<file path="src/rtl/iq_unpack_pkg.sv">
// Shared types and arithmetic for the iq_unpack byte-stream deframer.
package iq_unpack_pkg;

    typedef enum logic {
        S_READ  = 1'b0,
        S_WRITE = 1'b1
    } iq_unpack_state_t;

    // Sign-extend an in_width-bit sample, shift left by bits, keep out_width LSBs (wraps).
    function automatic logic [63:0] quantize_sext(input logic [63:0] sample,
                                                  input int in_width,
                                                  input int out_width,
                                                  input int bits);
        logic signed [63:0] ext;
        logic [63:0]        shifted;
        logic [63:0]        mask;
        ext     = $signed(sample << (64 - in_width));
        ext     = ext >>> (64 - in_width);
        shifted = ext << bits;
        mask    = {64{1'b1}} >> (64 - out_width);
        return shifted & mask;
    endfunction

endpackage

</file>
<file path="src/rtl/iq_sample_assembler.sv">
// Per-channel sample register: writes one byte into a selected byte slot per load.
module iq_sample_assembler
    import iq_unpack_pkg::*;
#(
    parameter int BYTE_SIZE        = 8,
    parameter int BYTES_PER_SAMPLE = 2,
    parameter int SLOT_W           = 1
) (
    input  logic                                  clock,
    input  logic                                  reset,
    input  logic [BYTE_SIZE-1:0]                  byte_i,
    input  logic [SLOT_W-1:0]                     slot_i,
    input  logic                                  load_i,
    input  logic                                  clear_i,
    output logic [BYTES_PER_SAMPLE*BYTE_SIZE-1:0] sample_o
);

    logic [BYTES_PER_SAMPLE*BYTE_SIZE-1:0] sample_q, sample_d;

    always_comb begin
        sample_d = sample_q;
        if (clear_i) begin
            sample_d = '0;
        end else if (load_i) begin
            for (int s = 0; s < BYTES_PER_SAMPLE; s++) begin
                if (slot_i == SLOT_W'(s)) begin
                    sample_d[s*BYTE_SIZE +: BYTE_SIZE] = byte_i;
                end
            end
        end
    end

    always_ff @(posedge clock or posedge reset) begin
        if (reset) begin
            sample_q <= '0;
        end else begin
            sample_q <= sample_d;
        end
    end

    assign sample_o = sample_q;

endmodule

</file>
<file path="src/rtl/iq_unpack.sv">
// Deframes interleaved multi-channel sample bytes from a FWFT FIFO and writes
// one quantized word per channel to the downstream FIFOs in a single cycle.
module iq_unpack
    import iq_unpack_pkg::*;
#(
    parameter int DATA_SIZE        = 32,
    parameter int BYTE_SIZE        = 8,
    parameter int BYTES_PER_SAMPLE = 2,
    parameter int NUM_CH           = 2,
    parameter int BITS             = 10
) (
    input  logic                          clock,
    input  logic                          reset,
    input  logic [BYTE_SIZE-1:0]          in_dout,
    input  logic                          in_empty,
    output logic                          in_rd_en,
    input  logic                          big_endian,
    input  logic [NUM_CH-1:0]             out_full,
    output logic                          out_wr_en,
    output logic [NUM_CH*DATA_SIZE-1:0]   out_data,
    output logic [31:0]                   frame_count
);

    localparam int SW = BYTES_PER_SAMPLE * BYTE_SIZE;
    localparam int BW = (BYTES_PER_SAMPLE > 1) ? $clog2(BYTES_PER_SAMPLE) : 1;
    localparam int CW = (NUM_CH > 1) ? $clog2(NUM_CH) : 1;
    localparam logic [BW-1:0] BYTE_LAST = BW'(BYTES_PER_SAMPLE - 1);
    localparam logic [CW-1:0] CH_LAST   = CW'(NUM_CH - 1);

    iq_unpack_state_t state_q, state_d;
    logic [BW-1:0]    byte_idx_q, byte_idx_d;
    logic [CW-1:0]    ch_idx_q, ch_idx_d;
    logic             frame_be_q, frame_be_d;
    logic [31:0]      frame_count_q, frame_count_d;
    logic             first_byte, be_now, load, clear;
    logic [BW-1:0]    slot;

    // The first byte of a frame uses the live select; later bytes use the latched one.
    assign first_byte = (byte_idx_q == '0) && (ch_idx_q == '0);
    assign be_now     = first_byte ? big_endian : frame_be_q;
    assign slot       = be_now ? (BYTE_LAST - byte_idx_q) : byte_idx_q;

    always_comb begin
        state_d       = state_q;
        byte_idx_d    = byte_idx_q;
        ch_idx_d      = ch_idx_q;
        frame_be_d    = frame_be_q;
        frame_count_d = frame_count_q;
        in_rd_en      = 1'b0;
        out_wr_en     = 1'b0;
        load          = 1'b0;
        clear         = 1'b0;
        case (state_q)
            S_READ: begin
                if (!in_empty && !reset) begin
                    in_rd_en = 1'b1;
                    load     = 1'b1;
                    if (first_byte) begin
                        frame_be_d = big_endian;
                    end
                    if (byte_idx_q == BYTE_LAST) begin
                        byte_idx_d = '0;
                        if (ch_idx_q == CH_LAST) begin
                            ch_idx_d = '0;
                            state_d  = S_WRITE;
                        end else begin
                            ch_idx_d = ch_idx_q + 1'b1;
                        end
                    end else begin
                        byte_idx_d = byte_idx_q + 1'b1;
                    end
                end
            end
            S_WRITE: begin
                if (out_full == '0) begin
                    out_wr_en     = 1'b1;
                    frame_count_d = frame_count_q + 32'd1;
                    state_d       = S_READ;
                end
            end
            default: begin
                state_d    = S_READ;
                byte_idx_d = '0;
                ch_idx_d   = '0;
                clear      = 1'b1;
            end
        endcase
    end

    always_ff @(posedge clock or posedge reset) begin
        if (reset) begin
            state_q       <= S_READ;
            byte_idx_q    <= '0;
            ch_idx_q      <= '0;
            frame_be_q    <= 1'b0;
            frame_count_q <= '0;
        end else begin
            state_q       <= state_d;
            byte_idx_q    <= byte_idx_d;
            ch_idx_q      <= ch_idx_d;
            frame_be_q    <= frame_be_d;
            frame_count_q <= frame_count_d;
        end
    end

    assign frame_count = frame_count_q;

    for (genvar c = 0; c < NUM_CH; c++) begin : g_ch
        logic [SW-1:0] sample;

        iq_sample_assembler #(
            .BYTE_SIZE        (BYTE_SIZE),
            .BYTES_PER_SAMPLE (BYTES_PER_SAMPLE),
            .SLOT_W           (BW)
        ) u_asm (
            .clock    (clock),
            .reset    (reset),
            .byte_i   (in_dout),
            .slot_i   (slot),
            .load_i   (load && (ch_idx_q == CW'(c))),
            .clear_i  (clear),
            .sample_o (sample)
        );

        assign out_data[c*DATA_SIZE +: DATA_SIZE] =
            DATA_SIZE'(quantize_sext(64'(sample), SW, DATA_SIZE, BITS));
    end

endmodule

</file>
<file path="config.mk">
export PLATFORM = sky130hd
export DESIGN_NAME = iq_unpack
export DESIGN_NICKNAME = d
export VERILOG_FILES = /design/src/rtl/iq_unpack_pkg.sv /design/src/rtl/iq_sample_assembler.sv /design/src/rtl/iq_unpack.sv
export SDC_FILE = /design/constraint.sdc
export NUM_CORES = 1
export LEC_CHECK = 0
export CAP_MARGIN = 20
export CORE_AREA = 2 2 105 107
export CTS_CLUSTER_SIZE = 12
export DETAILED_ROUTE_END_ITERATION = 8
export DIE_AREA = 0 0 107 109
export SETUP_SLACK_MARGIN = 0.4
export SLEW_MARGIN = 20
export SYNTH_ARGS = -nofsm -noshare
export SYNTH_HDL_FRONTEND = slang
export SYNTH_SLANG_ARGS = --single-unit
</file>
<file path="constraint.sdc">
create_clock -name clock -period 5.7 [get_ports clock]
set_input_delay 1.14 -clock clock [delete_from_list [all_inputs] [get_ports clock]]
set_output_delay 1.14 -clock clock [all_outputs]
set_load 0.05 [all_outputs]
</file>
==> flow_metrics.env <==
export IMPL_status="completed"
export IMPL_placed_area_sq_um=4000
export IMPL_synth_xor_area_share_pct=9.601
export IMPL_start_kind="primary input"
export IMPL_avgViaCountPerCell=4.383
export IMPL_period_minus_slack_ns=4.295
export IMPL_port_buffers=91
export IMPL_muxShareOfSynthArea_pct=11.98
export IMPL_cts_tree="done"
export IMPL_r2r_start="state_q$_DFF_PP0_"
export IMPL_cp_slowest_cell="clkdlybuf4s50_1"
export IMPL_clkTransAtPathRegs_ns=0.07
export IMPL_cp_cell_sequence="clkdlybuf4s50_1 > or3b_1 > inv_1 > clkdlybuf4s50_1"
export IMPL_drc=0
export IMPL_pwr_density_cell_nw_per_um2=542.2
export IMPL_ys_types=26
export IMPL_clock_path_buffers=2
export IMPL_slew_viol_final=0
export IMPL_max_freq_mhz=232.8
export IMPL_met2_length_mm=3.080
export IMPL_critPathRequiredTime_ns=4.56
export IMPL_worstSetupPathType="primary input to output port"
export IMPL_root_buffer="clkbuf_8"
export IMPL_die_x_microns=107
export IMPL_fin_area_sq_um=4169
export IMPL_grtUsageTotal_pct=11.76
export IMPL_antenna_found_initial=0
export IMPL_antenna_cells=0
export IMPL_syn_cell_area_sq_um=3102
export IMPL_postCtsResizedCells=0
export IMPL_dr_wl_met3_microns=386
export IMPL_p_comb_share_pct=52.9
export IMPL_hold_viol=0
export IMPL_die_height_microns=109
export IMPL_drt_pre_antenna_iters=4
export IMPL_gr_total_overflow=0
export IMPL_dp_hpwl_mm=4.661
export IMPL_gp_congestion=0.7269
export IMPL_r2r_slack_ns=3.65
export IMPL_drtIter0Drc=45
export IMPL_ys_warn_count=0
export IMPL_mostFrequentLayoutCells="clkdlybuf4s50_1, dfrtp_1, mux2_2"
export IMPL_rr_endpoint="frame_count[17]$_DFFE_PP0P_"
export IMPL_finClkSkew_ns=0.007813
export IMPL_p_sw_mw=1.060
export IMPL_swShare_pct=46.89
export IMPL_holdPathEnd="frame_count[31]$_DFFE_PP0P_"
export IMPL_p_seq_share_pct=31.8
export IMPL_ir_worst_vdd_v=0.0003348
export IMPL_worst_slew_pin_slew_ns=0.7783
export IMPL_arrival_ns=3.16
export IMPL_finalSetupViolCount=0
export IMPL_ys_seq_area_share_pct=54.86
export IMPL_synthSimpleGateAreaFrac_pct=13.76
export IMPL_placementRows=38
export IMPL_grt_max_degree=36
export IMPL_min_path_cells=1
export IMPL_min_from="frame_count[31]$_DFFE_PP0P_"
export IMPL_ys_ff_latch=68
export IMPL_worst_path_largest_cell_delay_ns=0.82
export IMPL_postRouteAntennaNets=0
export IMPL_synth_compound_area_share_pct=0.3227
export IMPL_crit_fanout=9
export IMPL_cts_hold_buffers=0
export IMPL_r2r_cells=4
export IMPL_syn_area_per_cell_sq_um=12.41
export IMPL_via_count=2104
export IMPL_synth_top_family_by_area="simple AND/OR/NAND/NOR gates"
export IMPL_grt_pass1_vias=2035
export IMPL_die_area_sq_um=11660
export IMPL_top_layer_used="met4"
export IMPL_total_leakage_power_nw=1.786
export IMPL_wl_per_cell_microns=13.45
export IMPL_initial_core_util_pct=29.25
export IMPL_maxCapViolations=0
export IMPL_cpMostUsedCell="clkdlybuf4s50_1"
export IMPL_rsz0062_at_grt="no"
export IMPL_cts_made_buffers=9
export IMPL_grt_pass1_wl_mm=10.44
export IMPL_syn_inst=250
export IMPL_tns_ns=0
export IMPL_io_pins=112
export IMPL_critPathCaptureType="output port"
export IMPL_fp_coreArea_sq_um=10600
export IMPL_cts_setup_buffers=0
export IMPL_period_share_pct=75.35
export IMPL_drt_wl_total_mm=6.458
export IMPL_cts_sinks=68
export IMPL_pwr_share_clk_pct=15.3
export IMPL_nets=350
export IMPL_p_int_mw=1.201
export IMPL_wl_met1_mm=2.886
export IMPL_clock_latency_ns=0.34
export IMPL_final_layout_size_suffix_gt1_share_pct=15.88
export IMPL_htreeDepth=3
export IMPL_max_slew_margin_pct=47.68
export IMPL_synthAdderAreaFrac_pct=0.4034
export IMPL_syn_to_final_growth_pct=34.41
export IMPL_hold_class="flip-flop to flip-flop"
export IMPL_final_common_cell="clkdlybuf4s50_1"
area by class of cell:
class                   count  area [sq um]
clock inverters             5         27.53
fillers                  1044          6434
repair buffers             92         918.4
clock buffers              11         141.4
flip-flops and latches     68          1702
multi-input cells         161          1194
well taps                 140         175.2
inverters                   3         11.26
Yosys cell counts (all sizes together):
cell type,count,area (sq um)
nor4,4,61.31
xor2,6,52.55
nand2,15,56.30
dfrtp,68,1702
inv,3,11.26
conb,1,3.750
nor2,4,15.01
and3,7,43.79
nand2b,2,12.51
nand3b,1,7.510
and4,2,17.52
nand4,17,106.4
ha,1,12.51
mux2,33,371.6
xnor2,28,245.2
and2,2,12.51
nand3,12,60.06
buf,33,251.5
nor3,4,25.02
or3b,1,8.760
clkbuf,4,15.01
o21ai,2,10.01
worst max path at each step:
stage | from | end | cells after the start
5_1_grt | out_full[1] | out_wr_en | 4
2_1_floorplan | out_full[1] | out_wr_en | 3
4_1_cts | out_full[1] | out_wr_en | 4
3_3_place_gp | out_full[1] | out_wr_en | 4
6_report | out_full[1] | out_wr_en | 4
3_5_place_dp | out_full[1] | out_wr_en | 4
cells by family after synthesis:
group	Yosys count
fa+ha+maj	1
compound gates	2
other cells	1
xor+xnor	34
mux	33
flops	68
buf+inv	40
simple gates	71
metrics by stage:
stage	worst slack [ns]	std cells	power (mW)	hold slack [ns]	util (%)
global placement	1.380	464	1.923	0.4725	37.73
detailed placement	1.356	464	1.937	0.4696	37.73
CTS	1.360	480	2.288	0.4823	39.32
floorplan	2.540	269	1.612	0.5238	-
finish	1.405	480	2.261	0.4768	39.32
global route	1.302	480	2.369	0.5184	39.32
per-layer routing:
layer	up-vias	GRT usage, %
li1	983	-
met1	1024	14.45
met2	87	19.24
met3	10	3.885
met4	0	4.545
met5	-	0
sequential cells by signal, summed over array words and instances (netlist names):
signal and count:
ch_idx_q 1, frame_be_q 1, frame_count 32, g_ch.u_asm.sample_o 32, byte_idx_q 1, state_q 1
power by group through the flow:
stage               clock, mW  sequential, mW  combinational [mW]
global route            0.380           0.741                1.25
global placement            0           0.722                1.20
floorplan                   0            1.15               0.466
detailed placement          0           0.730                1.21
CTS                     0.361           0.721                1.21
finish                  0.345           0.718                1.20
critical path, delay by kind of cell:
kind | cells | cell delay [ns]
AND/OR/NAND/NOR | 1 | 0.59
buffers and inverters | 3 | 1.42
No activity file was read; power rests on OpenSTA's default activity.
